--- src/rtl/cp0_pkg.sv ---
`default_nettype none
// +------------------------------------------------------------------+
// | cp0_pkg : CP0 register addresses, ExcCodes and field positions   |
// | Revision: 1.0                                                    |
// +------------------------------------------------------------------+
package cp0_pkg;

   localparam logic [7:0] c_ADDR_BADVADDR = {5'd8,  3'd0};
   localparam logic [7:0] c_ADDR_COUNT    = {5'd9,  3'd0};
   localparam logic [7:0] c_ADDR_COMPARE  = {5'd11, 3'd0};
   localparam logic [7:0] c_ADDR_STATUS   = {5'd12, 3'd0};
   localparam logic [7:0] c_ADDR_CAUSE    = {5'd13, 3'd0};
   localparam logic [7:0] c_ADDR_EPC      = {5'd14, 3'd0};

   typedef enum logic [4:0] {
      EXC_INT  = 5'd0,
      EXC_ADEL = 5'd4,
      EXC_ADES = 5'd5,
      EXC_SYS  = 5'd8,
      EXC_BP   = 5'd9,
      EXC_RI   = 5'd10,
      EXC_OV   = 5'd12
   } exc_code_e;

   localparam int c_ST_IE  = 0;
   localparam int c_ST_EXL = 1;
   localparam int c_ST_IM  = 8;
   localparam int c_CA_EXC = 2;
   localparam int c_CA_IP  = 8;
   localparam int c_CA_TI  = 30;
   localparam int c_CA_BD  = 31;

   // Delay-slot faults restart at the branch, one word back.
   function automatic logic [31:0] epc_of(input logic [31:0] pc, input logic ds);
      return ds ? (pc - 32'd4) : pc;
   endfunction

endpackage
`default_nettype wire

--- src/rtl/cp0_timer.sv ---
`default_nettype none
// +------------------------------------------------------------------+
// | cp0_timer : Count/Compare timer with prescaler and level TI      |
// | Revision: 1.0                                                    |
// +------------------------------------------------------------------+
module cp0_timer #(
   parameter int COUNT_DIV = 2
) (
   input  logic        clk,
   input  logic        resetn,
   input  logic        count_we_i,
   input  logic        compare_we_i,
   input  logic [31:0] wdata_i,
   output logic [31:0] count_o,
   output logic [31:0] compare_o,
   output logic        ti_o
);

   localparam int              c_PW         = (COUNT_DIV > 1) ? $clog2(COUNT_DIV) : 1;
   localparam logic [c_PW-1:0] c_PHASE_LAST = c_PW'(COUNT_DIV - 1);

   logic [c_PW-1:0] phase_q, phase_d;
   logic [31:0]     count_q, count_d;
   logic [31:0]     compare_q, compare_d;
   logic            ti_q, ti_d;
   logic            w_tick;

   always_comb begin
      w_tick    = (phase_q == c_PHASE_LAST);
      phase_d   = w_tick ? '0 : phase_q + 1'b1;
      count_d   = w_tick ? count_q + 32'd1 : count_q;
      compare_d = compare_q;
      ti_d      = ti_q;
      // A software write to Count restarts the prescaler too.
      if (count_we_i) begin
         count_d = wdata_i;
         phase_d = '0;
      end
      if (compare_we_i) begin
         compare_d = wdata_i;
         ti_d      = 1'b0;
      end else if (count_q == compare_q) begin
         ti_d = 1'b1;
      end
   end

   always_ff @(posedge clk or negedge resetn) begin
      if (!resetn) begin
         phase_q   <= '0;
         count_q   <= 32'd0;
         compare_q <= 32'hFFFF_FFFF;
         ti_q      <= 1'b0;
      end else begin
         phase_q   <= phase_d;
         count_q   <= count_d;
         compare_q <= compare_d;
         ti_q      <= ti_d;
      end
   end

   assign count_o   = count_q;
   assign compare_o = compare_q;
   assign ti_o      = ti_q;

endmodule
`default_nettype wire

--- src/rtl/wb_cp0.sv ---
`default_nettype none
// +------------------------------------------------------------------+
// | wb_cp0 : MIPS write-back stage with CP0 and precise exceptions   |
// | Revision: 1.0                                                    |
// +------------------------------------------------------------------+
module wb_cp0
   import cp0_pkg::*;
#(
   parameter logic [31:0] EXC_ENTER_ADDR = 32'h0000_0000,
   parameter int          NUM_HW_INT     = 6,
   parameter int          COUNT_DIV      = 2
) (
   input  logic                  clk,
   input  logic                  resetn,
   input  logic                  WB_valid,
   input  logic                  wen,
   input  logic [4:0]            wdest,
   input  logic [31:0]           mem_result,
   input  logic [31:0]           lo_result,
   input  logic                  hi_write,
   input  logic                  lo_write,
   input  logic                  mfhi,
   input  logic                  mflo,
   input  logic                  mtc0,
   input  logic                  mfc0,
   input  logic [7:0]            cp0r_addr,
   input  logic                  syscall,
   input  logic                  brk,
   input  logic                  eret,
   input  logic                  ri,
   input  logic                  ov,
   input  logic                  adel,
   input  logic                  ades,
   input  logic [31:0]           bad_vaddr,
   input  logic                  in_delay_slot,
   input  logic [31:0]           pc,
   input  logic [NUM_HW_INT-1:0] hw_int,
   output logic                  rf_wen,
   output logic [4:0]            rf_wdest,
   output logic [31:0]           rf_wdata,
   output logic                  WB_over,
   output logic [4:0]            WB_wdest,
   output logic [32:0]           exc_bus,
   output logic                  cancel,
   output logic                  timer_int,
   output logic [31:0]           WB_pc,
   output logic [31:0]           HI_data,
   output logic [31:0]           LO_data
);

   logic [NUM_HW_INT-1:0] hw_int_q;
   logic [31:0]           hi_q, hi_d, lo_q, lo_d;
   logic [31:0]           epc_q, epc_d, badvaddr_q, badvaddr_d;
   logic [7:0]            im_q, im_d;
   logic                  exl_q, exl_d, ie_q, ie_d, bd_q, bd_d;
   logic [4:0]            exccode_q, exccode_d;
   logic [1:0]            ipsw_q, ipsw_d;

   logic [5:0]  w_ip_hw;
   logic [7:0]  w_ip;
   logic        w_valid, w_int_req, w_exc_any, w_exc_taken, w_eret_go, w_commit;
   logic        w_mtc0, w_exc_valid, w_count_we, w_compare_we, w_ti;
   exc_code_e   w_exc_code;
   logic [31:0] w_count, w_compare, w_status, w_cause, w_cp0_rdata;

   for (genvar gi = 0; gi < 6; gi++) begin : g_ip
      if (gi < NUM_HW_INT) begin : g_map
         assign w_ip_hw[gi] = hw_int_q[gi];
      end else begin : g_none
         assign w_ip_hw[gi] = 1'b0;
      end
   end

   assign w_ip      = {w_ip_hw[5] | w_ti, w_ip_hw[4:0], ipsw_q};
   assign w_int_req = ie_q & ~exl_q & |(w_ip & im_q);
   // Holding reset must never produce a redirect, whatever WB_valid does.
   assign w_valid   = WB_valid & resetn;

   always_comb begin
      w_exc_any  = 1'b1;
      w_exc_code = EXC_INT;
      if      (w_int_req) w_exc_code = EXC_INT;
      else if (adel)      w_exc_code = EXC_ADEL;
      else if (ri)        w_exc_code = EXC_RI;
      else if (ov)        w_exc_code = EXC_OV;
      else if (syscall)   w_exc_code = EXC_SYS;
      else if (brk)       w_exc_code = EXC_BP;
      else if (ades)      w_exc_code = EXC_ADES;
      else                w_exc_any  = 1'b0;
   end

   assign w_exc_taken  = w_valid & w_exc_any;
   assign w_eret_go    = w_valid & eret & ~w_exc_taken;
   assign w_commit     = w_valid & ~w_exc_taken;
   assign w_mtc0       = w_commit & mtc0;
   assign w_count_we   = w_mtc0 & (cp0r_addr == c_ADDR_COUNT);
   assign w_compare_we = w_mtc0 & (cp0r_addr == c_ADDR_COMPARE);

   cp0_timer #(
      .COUNT_DIV    (COUNT_DIV)
   ) u_timer (
      .clk          (clk),
      .resetn       (resetn),
      .count_we_i   (w_count_we),
      .compare_we_i (w_compare_we),
      .wdata_i      (mem_result),
      .count_o      (w_count),
      .compare_o    (w_compare),
      .ti_o         (w_ti)
   );

   always_comb begin
      w_status                   = 32'd0;
      w_status[c_ST_IM +: 8]     = im_q;
      w_status[c_ST_EXL]         = exl_q;
      w_status[c_ST_IE]          = ie_q;
      w_cause                    = 32'd0;
      w_cause[c_CA_BD]           = bd_q;
      w_cause[c_CA_TI]           = w_ti;
      w_cause[c_CA_IP +: 8]      = w_ip;
      w_cause[c_CA_EXC +: 5]     = exccode_q;
      case (cp0r_addr)
         c_ADDR_BADVADDR: w_cp0_rdata = badvaddr_q;
         c_ADDR_COUNT:    w_cp0_rdata = w_count;
         c_ADDR_COMPARE:  w_cp0_rdata = w_compare;
         c_ADDR_STATUS:   w_cp0_rdata = w_status;
         c_ADDR_CAUSE:    w_cp0_rdata = w_cause;
         c_ADDR_EPC:      w_cp0_rdata = epc_q;
         default:         w_cp0_rdata = 32'd0;
      endcase
   end

   always_comb begin
      if      (mfhi) rf_wdata = hi_q;
      else if (mflo) rf_wdata = lo_q;
      else if (mfc0) rf_wdata = w_cp0_rdata;
      else           rf_wdata = mem_result;
   end

   assign rf_wen      = w_commit & wen;
   assign rf_wdest    = wdest;
   assign WB_over     = WB_valid;
   assign WB_wdest    = WB_valid ? wdest : 5'd0;
   assign w_exc_valid = w_exc_taken | w_eret_go;
   assign exc_bus     = {w_exc_valid, w_eret_go ? epc_q : EXC_ENTER_ADDR};
   assign cancel      = w_exc_valid;
   assign timer_int   = w_ti;
   assign WB_pc       = pc;
   assign HI_data     = hi_q;
   assign LO_data     = lo_q;

   always_comb begin
      hi_d       = hi_q;
      lo_d       = lo_q;
      epc_d      = epc_q;
      badvaddr_d = badvaddr_q;
      im_d       = im_q;
      exl_d      = exl_q;
      ie_d       = ie_q;
      bd_d       = bd_q;
      exccode_d  = exccode_q;
      ipsw_d     = ipsw_q;
      if (w_exc_taken) begin
         exl_d     = 1'b1;
         exccode_d = w_exc_code;
         bd_d      = in_delay_slot;
         epc_d     = epc_of(pc, in_delay_slot);
         if (w_exc_code == EXC_ADEL || w_exc_code == EXC_ADES)
            badvaddr_d = bad_vaddr;
      end else if (w_commit) begin
         if (hi_write) hi_d = mem_result;
         if (lo_write) lo_d = lo_result;
         if (w_mtc0) begin
            case (cp0r_addr)
               c_ADDR_STATUS: begin
                  im_d  = mem_result[c_ST_IM +: 8];
                  exl_d = mem_result[c_ST_EXL];
                  ie_d  = mem_result[c_ST_IE];
               end
               c_ADDR_CAUSE: ipsw_d = mem_result[c_CA_IP +: 2];
               c_ADDR_EPC:   epc_d  = mem_result;
               default: ;
            endcase
         end
         if (eret) exl_d = 1'b0;
      end
   end

   always_ff @(posedge clk or negedge resetn) begin
      if (!resetn) begin
         hw_int_q   <= '0;
         hi_q       <= 32'd0;
         lo_q       <= 32'd0;
         epc_q      <= 32'd0;
         badvaddr_q <= 32'd0;
         im_q       <= 8'd0;
         exl_q      <= 1'b0;
         ie_q       <= 1'b0;
         bd_q       <= 1'b0;
         exccode_q  <= 5'd0;
         ipsw_q     <= 2'd0;
      end else begin
         hw_int_q   <= hw_int;
         hi_q       <= hi_d;
         lo_q       <= lo_d;
         epc_q      <= epc_d;
         badvaddr_q <= badvaddr_d;
         im_q       <= im_d;
         exl_q      <= exl_d;
         ie_q       <= ie_d;
         bd_q       <= bd_d;
         exccode_q  <= exccode_d;
         ipsw_q     <= ipsw_d;
      end
   end

endmodule
`default_nettype wire

--- config.mk ---
export PLATFORM = sky130hd
export DESIGN_NAME = wb_cp0
export DESIGN_NICKNAME = d
export VERILOG_FILES = /design/src/rtl/cp0_pkg.sv /design/src/rtl/cp0_timer.sv /design/src/rtl/wb_cp0.sv
export SDC_FILE = /design/constraint.sdc
export NUM_CORES = 1
export LEC_CHECK = 0
export BUFFER_PORTS_ARGS = -buffer_cell sky130_fd_sc_hd__buf_2
export CORE_UTILIZATION = 25
export CTS_CLUSTER_DIAMETER = 200
export DETAILED_ROUTE_END_ITERATION = 10
export SETUP_SLACK_MARGIN = 0.4
export SYNTH_ARGS = -nofsm -noshare
export SYNTH_HDL_FRONTEND = slang
export SYNTH_SLANG_ARGS = --single-unit
--- constraint.sdc ---
create_clock -name clk -period 4.2 [get_ports clk]
set_input_delay 0.63 -clock clk [delete_from_list [all_inputs] [get_ports clk]]
set_output_delay 0.63 -clock clk [all_outputs]
set_load 0.03 [all_outputs]
* Yosys cells after proc, flatten, opt, wreduce, memory -nomap -nowiden
Index checks and enable logic that the tools add are counted.
Storage, ports and cells: bits of input ports 165, flip-flop bits (word level) 218, output and inout port bits 175, logic and storage cells 95
Operators by class: bitwise operators 16, $add $sub $neg 3, equal/unequal tests 9, muxes and demuxes 36, reduce and logical (&&, ||, !) cells 16
Operator list (count):
- 32-bit two-way mux | 11
- 32-bit case mux with 6 select lines | 1
- 8-bit by 7-bit equality test with 1-bit output, second input constant | 6
- 32-bit by 1-bit adder with 32-bit output, second input constant | 1
- 32-bit equality test | 1
- 32-bit by 3-bit subtractor with 32-bit output, second input constant | 1
- 4-bit two-way mux | 6
- 1-bit two-way mux | 16
- 3-bit AND reduction | 4
- 1-bit AND | 11
- 5-bit by 3-bit equality test with 1-bit output, second input constant | 2
- 2-bit nonzero test | 5
- 8-bit AND | 1
- 4-bit AND reduction | 2
- 8-bit OR reduction | 1
- 3-bit nonzero test | 2
- 5-bit two-way mux | 1
- 3-bit two-way mux | 1
- 1-bit inverter | 2
- 1-bit bitwise OR | 2
- 2-bit AND reduction | 1
- 1-bit adder, second input constant | 1
- 1-bit logical OR | 1

* Logic depth before layout (Yosys ltp)
Gate-level depths: netlist of the first run.
depth after elaboration 15, mapped depth 10, gate-level depth less buffers 7

* By module
From an unflattened synthesis of the first run, not the netlist that was laid out.
Second synthesis, totals: cell total of the unflattened synthesis 1192, area total of the unflattened synthesis 12721.0 sq um
Modules (own cells, without submodules):
- wb_cp0 | area each 9325.2 sq um, cells each 882, times used 1, sequential area each 3778.6 sq um
- cp0_timer | area each 3395.8 sq um, cells each 310, times used 1, sequential area each 1691.6 sq um

* Least setup slack after synthesis of the first run
Ideal clock, no wire load.
path type input to output, start point input cp0r_addr[1], end point output rf_wdata[15], buffers on the path 3, required time 3570 ps, stages 8, arrival time 2632 ps, path slack 938 ps, cells stage by stage or3_1 -> clkbuf_1 -> or2_1 -> clkbuf_1 -> clkbuf_1 -> o21ai_0 -> a211oi_1 -> o21ai_0
Between the ends: word-level cells in the longest chain between the ends 5, elaborated cells between the ends (all ways) 10, classes of those cells 6 x eq/ne; 4 x mux
Ends and longest elaborated chain:
- start, declared | RTL line wb_cp0.sv:26 | input logic [7:0] cp0r_addr,
- 8-bit by 7-bit equality test with 1-bit output | RTL line wb_cp0.sv:122 | case (cp0r_addr)
- 32-bit case mux with 6 select lines (*) | RTL line wb_cp0.sv:122
- 32-bit two-way mux (*) | RTL line wb_cp0.sv:136 | else if (mfc0) rf_wdata = w_cp0_rdata;
- 32-bit two-way mux (*) | RTL line wb_cp0.sv:135 | else if (mflo) rf_wdata = lo_q;
- 32-bit two-way mux (*) | RTL line wb_cp0.sv:134 | if (mfhi) rf_wdata = hi_q;
- end, declared | RTL line wb_cp0.sv:40 | output logic [31:0] rf_wdata,
Every way passes the cells marked *; elsewhere a longest branch is shown, timed or not.

* Final worst setup path of the first run
start point input cp0r_addr[1], end point output rf_wdata[9]
Same word-level chain as after synthesis.

==> metrics.yaml, run 1 <==
ys_async_sr_fraction_pct: 100
routed_wl_microns: 53000
synth_seq_cells: 217
cts-buffers-inserted: 26
period_share_pct: 87.5
worstSkewPairLatency_ps: 560
drc_errors: 0
nets: 1717
fin_ws_ps: 527
grt_start_max_net_pins: 174
routabilityCongestion: 0.881
fp.dieH_microns: 229
synth_area_leaders: "dfrtp_1 36%, mux2_2 10%, dfstp_2 6.5%"
fin_crit_ps: 3670
startpoint_type: "input port"
core_area_sq_um: 50600
tightest_slew_ps: 1080
p_leak_nw: 7.17
rsz0062_at_grt: "no"
arrival_ps: 3040
ios: 340
worstPathMaxFanout: 27
drive_gt1_share_pct: 38.6
setup_violations: 0
ys.flop_type: "dfrtp_1"
fmax_mhz: 272
ys_seq_area_share_pct: 42.3
finalClockSkew_ps: 28.1
slew_viol_final: 0
cts_hold_buf: 1
area_growth_pct: 23.0
dr.pass1.iters: 5
cts_tree: "yes"
cts.htree.levels: 1
synth_area_sq_um: 12900
clk_pin_slew_worst_paths_ps: 50
die_x_microns: 229
root_buffer: "clkbuf_16"
outcome: "complete, no violations"
grtUsageTotal_pct: 19.5
synth_edf_count: 0
synth_cells: 1280
viasPerCell: 5.12
syn-num-nets: 1447
max-slew-margin-rel_pct: 28.0
synth_top_area_share_pct: 35.8
first_iter_violations: 1175
port_buffers: 339
dp_hpwl_microns: 40600
routedWlPerCell_microns: 23.6
finalHoldViolations: 0
finalSetupTns_ps: 0
peakVddDrop_v: 0.000260
antenna_left: 0
vias: 11474
required_ps: 3570
cp-end-kind: "output pin"
hold_slack_ps: 180
grt-ovfl-total: 0
crit_type: "in -> out"
synth_cell_type_count: 70
ys_warn_count: 0
initial_core_util_pct: 25.6
cts_resized: 0
syn_avg_cell_area_sq_um: 10.1
floorplan.rows: 82
power_density_nw_per_um2: 358
cts_buffer_depth: 3
dieArea_sq_um: 52600
drv_cap: 0
synth_top_area_cell: "dfrtp_1"
grt_pass1_wl_microns: 76200
grt_pass1_vias: 11153
post_cts_buffers: 0
cts_sinks: 217
hold_path.class: "in -> reg"
antenna_found_initial: 6
pre_cts_ws_ps: 592
## per-stage QoR
| step | total power (W) | util (%) | instance area [sq um] | cells |
|---|---|---|---|---|
| 3_5_place_dp | 0.00332 | 29.6 | 15000 | 2193 |
| 4_1_cts | 0.00572 | 31.4 | 15900 | 2242 |
| 6_report | 0.00569 | 31.5 | 15900 | 2243 |
| 2_1_floorplan | 0.00289 | - | 12900 | 1280 |
| 5_1_grt | 0.00588 | 31.5 | 15900 | 2243 |
| 3_3_place_gp | 0.00331 | 29.6 | 15000 | 2193 |
## synth_stat cells, types with 3 or more instances
cell,instances
or3_1,6
and3_1,15
buf_1,3
nor2b_1,3
mux2i_1,33
a211oi_1,7
nand2_1,71
or4_1,3
o22ai_1,38
nor3_1,17
nand4_1,18
a221o_1,7
buf_6,7
buf_4,44
mux2_1,7
or2_2,3
nand3b_1,3
a31oi_1,13
dfstp_2,32
nor3b_1,19
nand2b_1,24
inv_1,11
nand3_1,35
o211ai_1,17
clkbuf_1,47
and4_1,3
a22oi_1,40
a21oi_1,78
mux2_4,23
and2_1,41
nor4_1,12
mux2_2,117
xnor2_1,65
buf_2,24
xor2_1,27
a211o_1,3
nor2_1,93
dfrtp_1,185
o21ai_0,46
## where the power goes
group          internal (W)  switching (W)
Combinational      0.000323       0.000545
Sequential          0.00225       0.000170
Clock               0.00145       0.000955
## metal layers
metal	routed length [microns]	up-vias	GRT usage, %	part of all wire [%]
li1	-	5126	-	-
met4	1380	4	5.58	2.6
met1	23000	5762	26.3	43
met5	31	-	0	0.059
met2	25100	505	32.2	47
met3	3440	77	2.70	6.5
## worst max-delay path, cell delays in order
cell      delay (ps)
buf_2            120
or3_1            510
or2_1            670
o21ai_0          450
a211oi_1          90
o21ai_0          310
buf_2            270
## path summary, 6_finish.rpt
check,from,endpoint,slack (ps),cells past startpoint
hold / removal,hw_int[0],hw_int_q[0],180,1
max in group asynchronous,resetn,HI_data[19],2270,3
setup reg to reg,ipsw_q[1],LO_data[24],1080,7
setup / recovery,cp0r_addr[1],rf_wdata[9],530,7
hold reg to reg,badvaddr_q[25],badvaddr_q[25],490,1
min in group asynchronous,resetn,hw_int_q[2],570,2
## final cells by class
type | count | area (sq um)
diodes | 1 | 2.50
clock buffers | 38 | 766
clock inverters | 10 | 136
fillers | 5227 | 34700
inverters | 12 | 45.0
multi-input cells | 926 | 6700
flip-flops and latches | 217 | 5470
well taps | 672 | 841
repair buffers | 367 | 1940
## sequential cells by signal, indices dropped and copies added, names as in the netlist
register           flops
HI_data               32
LO_data               32
badvaddr_q            32
bd_q                   1
epc_q                 32
exccode_q              4
exl_q                  1
hw_int_q               6
ie_q                   1
im_q                   8
ipsw_q                 2
u_timer.compare_o     32
u_timer.count_o       32
u_timer.phase_q        1
u_timer.ti_o           1
## logic make-up (layout without fill, tap and decap cells)
| logic type | after synthesis | after routing | synth area share (%) |
|---|---|---|---|
| adder cells (fa/ha/maj) | 2 | 2 | 0.194 |
| AO/OA/AOI/OAI | 262 | 262 | 12.6 |
| AND/OR/NAND/NOR | 390 | 390 | 16.7 |
| XOR/XNOR | 92 | 92 | 6.23 |
| flip-flops | 217 | 217 | 42.3 |
| other | 0 | 1 | 0 |
| multiplexers | 180 | 180 | 16.0 |
| buffers and inverters | 137 | 427 | 5.89 |
## cells in the final DEF, fill, tap and decap left out, drive strengths merged, types with 4 or more instances in the layout
cell type,instances
nor3b,20
and3,16
a31oi,13
mux2,147
a22oi,40
or2,4
and2,41
a21oi,79
xnor2,65
xor2,27
or3,7
nand4,18
dfstp,32
nand3,38
nor2,95
nor3,20
nand2b,24
a221o,7
clkbuf,38
a211oi,8
o22ai,38
o21ai,49
buf,366
dfrtp,185
nand2,71
clkinv,8
o211ai,17
inv,11
nor4,15
mux2i,33
or4,4
(Power assumes the default switching activity.)
==> run 2: changes to the inputs <==
- SYNTH_HIERARCHICAL: default -> 1
==> run 2 against run 1 <==
Sequential cell count stayed put. Combinational power is 20% higher. Final cell count is 3.3% lower. Highest routed layer unchanged. Die area is 1.6% lower.
==> metrics.yaml, run 2 <==
worstPathMaxFanout: 33
crit_type: "in -> out"
antenna_left: 0
min_path_cells: 1
synth_top_area_cell: "dfrtp_1"
dpl-instance-area_sq_um: 14800
grtUsageTotal_pct: 18.1
ys_async_sr_fraction_pct: 100
synth_most_common_cell: "dfrtp_1"
synth_top_area_share_pct: 36.4
syn_avg_cell_area_sq_um: 10.7
hold_path.class: "in -> reg"
finalHoldViolations: 0
synth_cells: 1192
cts_sinks: 217
ys_seq_area_share_pct: 43.0
nets: 1642
cts_tree: "yes"
grt_pass1_wl_microns: 68800
cp-end-kind: "output pin"
crit_buf_inv: 5
required_ps: 3570
reg2reg_to: "u_timer/compare_o[24]"
vias: 10724
viasPerCell: 4.94
root_buffer: "clkbuf_16"
reg2reg_setup_slack_ps: 1040
min_from: "hw_int[2]"
dp_hpwl_microns: 37600
period_share_pct: 83.0
p_total_w: 0.00594
peakVddDrop_v: 0.000314
crit_path_frequent_cell: "buf_4"
fillers: 5088
grt_start_max_net_pins: 72
antenna_found_initial: 15
power_density_nw_per_um2: 376
top_layer_used: "met5"
dieArea_sq_um: 51800
ios: 340
fin_area_sq_um: 15800
path_cells: "dlygate4sd3_1 -> buf_8 -> nand2_2 -> nor2b_1 -> buf_4 -> o211a_1 -> buf_4 -> and2_1 -> buf_2"
fin_crit_ps: 3480
fmax_mhz: 287
met3_length_microns: 3850
port_buffers: 339
clk_pin_slew_worst_paths_ps: 60
synth_area_leaders: "dfrtp_1 36%, mux2_2 13%, dfstp_2 6.6%"
floorplan.rows: 82
final_cells: 2169
wl_met2_microns: 20700
met1_length_microns: 22600
layout_commonest_cell: "buf_2"
dr.pass1.iters: 5
outcome: "complete, no violations"
synthTopCellsByCount: "185 x dfrtp_1, 144 x mux2_2, 106 x nand2_1"
routed_wl_microns: 48200
slowest_stage: "dlygate4sd3_1"
arrival_ps: 2850
crit-reg2reg-launch: "im_q[5]"
synth_seq_cells: 217
initial_core_util_pct: 25.4
cts-buffers-inserted: 26
ys_warn_count: 6
first_iter_violations: 839
ys.flop_type: "dfrtp_1"
grt-ovfl-total: 0
rsz0062_at_grt: "no"
drv_cap: 0
dp_cells: 2117
startpoint_type: "input port"
drive_gt1_share_pct: 41.7
finalClockSkew_ps: 8.29
die_x_microns: 228
synth_edf_count: 0
routedWlPerCell_microns: 22.2
syn-num-nets: 1359
finalSetupTns_ps: 0
fp.dieH_microns: 228
synth_area_sq_um: 12700
max-slew-margin-rel_pct: 38.9
cts.htree.levels: 1
rr_worst_depth: 7
area_growth_pct: 24.1
cts_buffer_depth: 3
grt_pass1_vias: 10316
core_area_sq_um: 50200
hold_end: "hw_int_q[2]"
final_cell_mix: "338 x buf_2, 185 x dfrtp_1, 144 x mux2_2"
synth_cell_type_count: 75
max_stage_delay_ps: 560
p_leak_nw: 7.08
path_delay_family: "buffers and inverters"
hold_slack_ps: 179
worstSkewPairLatency_ps: 560
slew_viol_final: 0
drc_errors: 0
tightest_slew_ps: 917
routabilityCongestion: 0.916
setup_violations: 0
-- run 2: routing by layer --
layer,global-route usage (%),vias up
met1,25.7,5335
met4,4.37,22
met2,27.0,414
li1,-,4874
met5,0,-
met3,4.99,79
-- run 2: kinds of logic (layout without fill, tap and decap cells) --
kind of cell / count (synthesis) / count (layout) / share of synthesized area (%)
xor gates and xnor gates: 88 / 88 / 6.06
AOI/OAI and AO/OA: 214 / 214 / 11.4
muxes: 228 / 228 / 19.6
and+or+nand+nor: 318 / 318 / 14.0
adders and majority gates: 2 / 2 / 0.197
other: 0 / 3 / 0
buffers and inverters: 125 / 427 / 5.80
DFF: 217 / 217 / 43.0
-- run 2: worst max path at each step --
stage            startpoint           end  slack, ps  cells past startpoint
2_1_floorplan  cp0r_addr[3]   rf_wdata[3]       1170                      7
6_report             resetn    exc_bus[6]        720                      9
3_3_place_gp   cp0r_addr[4]  rf_wdata[21]        870                      8
3_5_place_dp   cp0r_addr[4]  rf_wdata[21]        860                      8
4_1_cts              resetn    exc_bus[6]        450                      8
5_1_grt              resetn   exc_bus[19]        500                      9
-- run 2: timing repair --
item,CTS,global route
hold buffers,1,0
setup buffers,0,1
hold endpoints to repair,30,0
endpoints found under the setup margin,0,32
gates resized for setup,0,1
-- run 2: power breakdown --
part,internal [W],switching [W]
sequential,0.00227,0.000184
clock,0.00148,0.000954
combinational,0.000390,0.000651
total,0.00415,0.00179
-- run 2: final cells by class --
class / instances / area [sq um] / share of cell area, %
multi-input cells: 850 / 6550 / 41.5
repair buffers: 368 / 1960 / 12.4
inverters: 12 / 45.0 / 0.285
flip-flops and latches: 217 / 5470 / 34.6
clock buffers: 34 / 742 / 4.70
well taps: 672 / 841 / 5.33
clock inverters: 13 / 171 / 1.09
diodes: 3 / 7.51 / 0.0476
-- run 2: metrics by stage --
step	util (%)	setup slack, ps
after floorplan	-	1170
after global placement	29.6	873
after detailed placement	29.6	859
after CTS	31.4	449
after global routing	31.5	497
final	31.5	715
==> run 3: changes to the inputs <==
- clock period: 4.2 -> 3.08 ns (I/O delays scaled with it)
==> run 3 against run 2 <==
Wire length grew 7.0%. Clock skew grew 3.2 ps. Non-clock buffer count grew 43. Via count grew 2.8%. Sequential share of layout area shrank 2.1 points. Highest routed layer unchanged.
==> metrics.yaml, run 3 (same netlist as run 2, synthesis figures left out) <==
pre_cts_ws_ps: 208
finalSetupTns_ps: 0
drv_cap: 0
antenna_left: 0
routed_wl_microns: 51600
worstSkewPairLatency_ps: 550
cts_sinks: 217
required_ps: 2620
fin_ws_ps: 39.4
slew_viol_final: 0
fp.dieH_microns: 228
clk_pin_slew_worst_paths_ps: 60
grtUsageTotal_pct: 19.3
peakVddDrop_v: 0.000315
rsz0062_at_grt: "yes"
p_leak_nw: 7.42
arrival_ps: 2580
dieArea_sq_um: 51800
internal-power_w: 0.00543
antenna_found_initial: 14
hold_path.class: "in -> reg"
core_area_sq_um: 50200
cts_tree: "yes"
max_stage_delay_ps: 390
rr_worst_depth: 10
fin_crit_ps: 3040
multi_input_area_sq_um: 6890
grt-ovfl-total: 0
p_clk_share_pct: 37.3
dp_cells: 2142
vias: 11020
worstPathMaxFanout: 8
outcome: "complete, no violations"
die_x_microns: 228
routedWlPerCell_microns: 23.3
first_iter_violations: 800
finalClockSkew_ps: 11.5
final_cell_mix: "284 x buf_2, 178 x dfrtp_1, 140 x mux2_2"
floorplan.rows: 82
power_density_nw_per_um2: 472
slowest_stage: "dfrtp_1"
grt_pass1_wl_microns: 72300
grt_start_max_net_pins: 79
cp-startpoint: "im_q[5]"
fillers: 5057
fmax_mhz: 329
cp-end-kind: "output pin"
root_buffer: "clkbuf_16"
crit-reg2reg-launch: "im_q[5]"
ff_latch_area_sq_um: 5480
finalHoldViolations: 0
dp_hpwl_microns: 39700
nets: 1685
viasPerCell: 4.97
cts.htree.levels: 1
crit_type: "reg -> out"
startpoint_type: "flip-flop"
layout_commonest_cell: "buf_2"
cts_hold_buf: 0
drc_errors: 0
setup_violations: 0
routabilityCongestion: 0.957
sw_frac_of_total_pct: 31.7
crit_path_frequent_cell: "buf_6"
cts_buffer_depth: 3
final_core_util_pct: 33.6
final_cells: 2218
drive_gt1_share_pct: 48.2
hold_end: "hw_int_q[3]"
power.net_switching_w: 0.00252
max-slew-margin-rel_pct: 32.2
reg2reg_to: "u_timer/count_o[31]"
ios: 340
tightest_slew_ps: 1020
path_cells: "a222oi_1 -> buf_4 -> nor3b_4 -> buf_6 -> o211a_4 -> clkbuf_16 -> and2_4 -> buf_6"
reg2reg_setup_slack_ps: 470
grt_pass1_vias: 10568
pwr-share-seq_pct: 42.7
period_share_pct: 98.7
area_growth_pct: 32.5
min_from: "hw_int[3]"
initial_core_util_pct: 25.4
combPwrFrac_pct: 19.9
cts-buffers-inserted: 26
min_path_cells: 1
dr.pass1.iters: 5
port_buffers: 339
==> run 3: routing by layer <==
layer | vias to the layer above | global-route usage (%) | part of all wire [%]
li1 | 4978 | - | -
met1 | 5485 | 27.3 | 46
met2 | 482 | 28.0 | 43
met3 | 67 | 6.18 | 9.2
met4 | 8 | 5.20 | 2.1
met5 | - | 0 | 0.10
==> run 3: timing repair <==
item,CTS,global route
resized for setup,139,62
gates cloned,3,1
buffers inserted,11,5
pin swaps,24,19
hold endpoints to repair,0,0
endpoints found under the setup margin,49,89
==> run 3: final cells by class <==
| cell class | instances | share of cell area [%] |
|---|---|---|
| flip-flops and latches | 217 | 32.5 |
| clock inverters | 8 | 0.304 |
| clock buffers | 40 | 4.54 |
| repair buffers | 411 | 16.4 |
| diodes | 8 | 0.119 |
| multi-input cells | 850 | 40.9 |
| inverters | 12 | 0.289 |
| well taps | 672 | 4.99 |
==> run 3: worst max-delay path, delay by kind of cell (launching register included) <==
family	cells	cell delay, ps
compound gates	2	630
buf+inv	4	630
flops	1	390
simple gates	2	380
==> run 3: power groups by stage <==
stage	sequential [W]	combinational, W	clock [W]
finish	0.00340	0.00158	0.00297
global placement	0.00345	0.00143	0
CTS	0.00338	0.00155	0.00303
global route	0.00342	0.00169	0.00313
floorplan	0.00342	0.000768	0
detailed placement	0.00345	0.00145	0
==> run 3: per-stage QoR <==
step / instance area (sq um) / hold WS (ps) / total power (W)
after floorplan: 12700 / 166 / 0.00419
after global placement: 15100 / 493 / 0.00488
after detailed placement: 15100 / 500 / 0.00490
after CTS: 16500 / 2.65 / 0.00796
after global routing: 16900 / 12.9 / 0.00825
final: 16900 / 25.8 / 0.00795
==> run 3: how the worst max path moves through the flow <==
stage,cells past startpoint,end
6_report,8,exc_bus[14]
5_1_grt,8,exc_bus[14]
4_1_cts,8,exc_bus[19]
3_5_place_dp,8,rf_wdata[10]
3_3_place_gp,8,rf_wdata[10]
2_1_floorplan,7,rf_wdata[16]
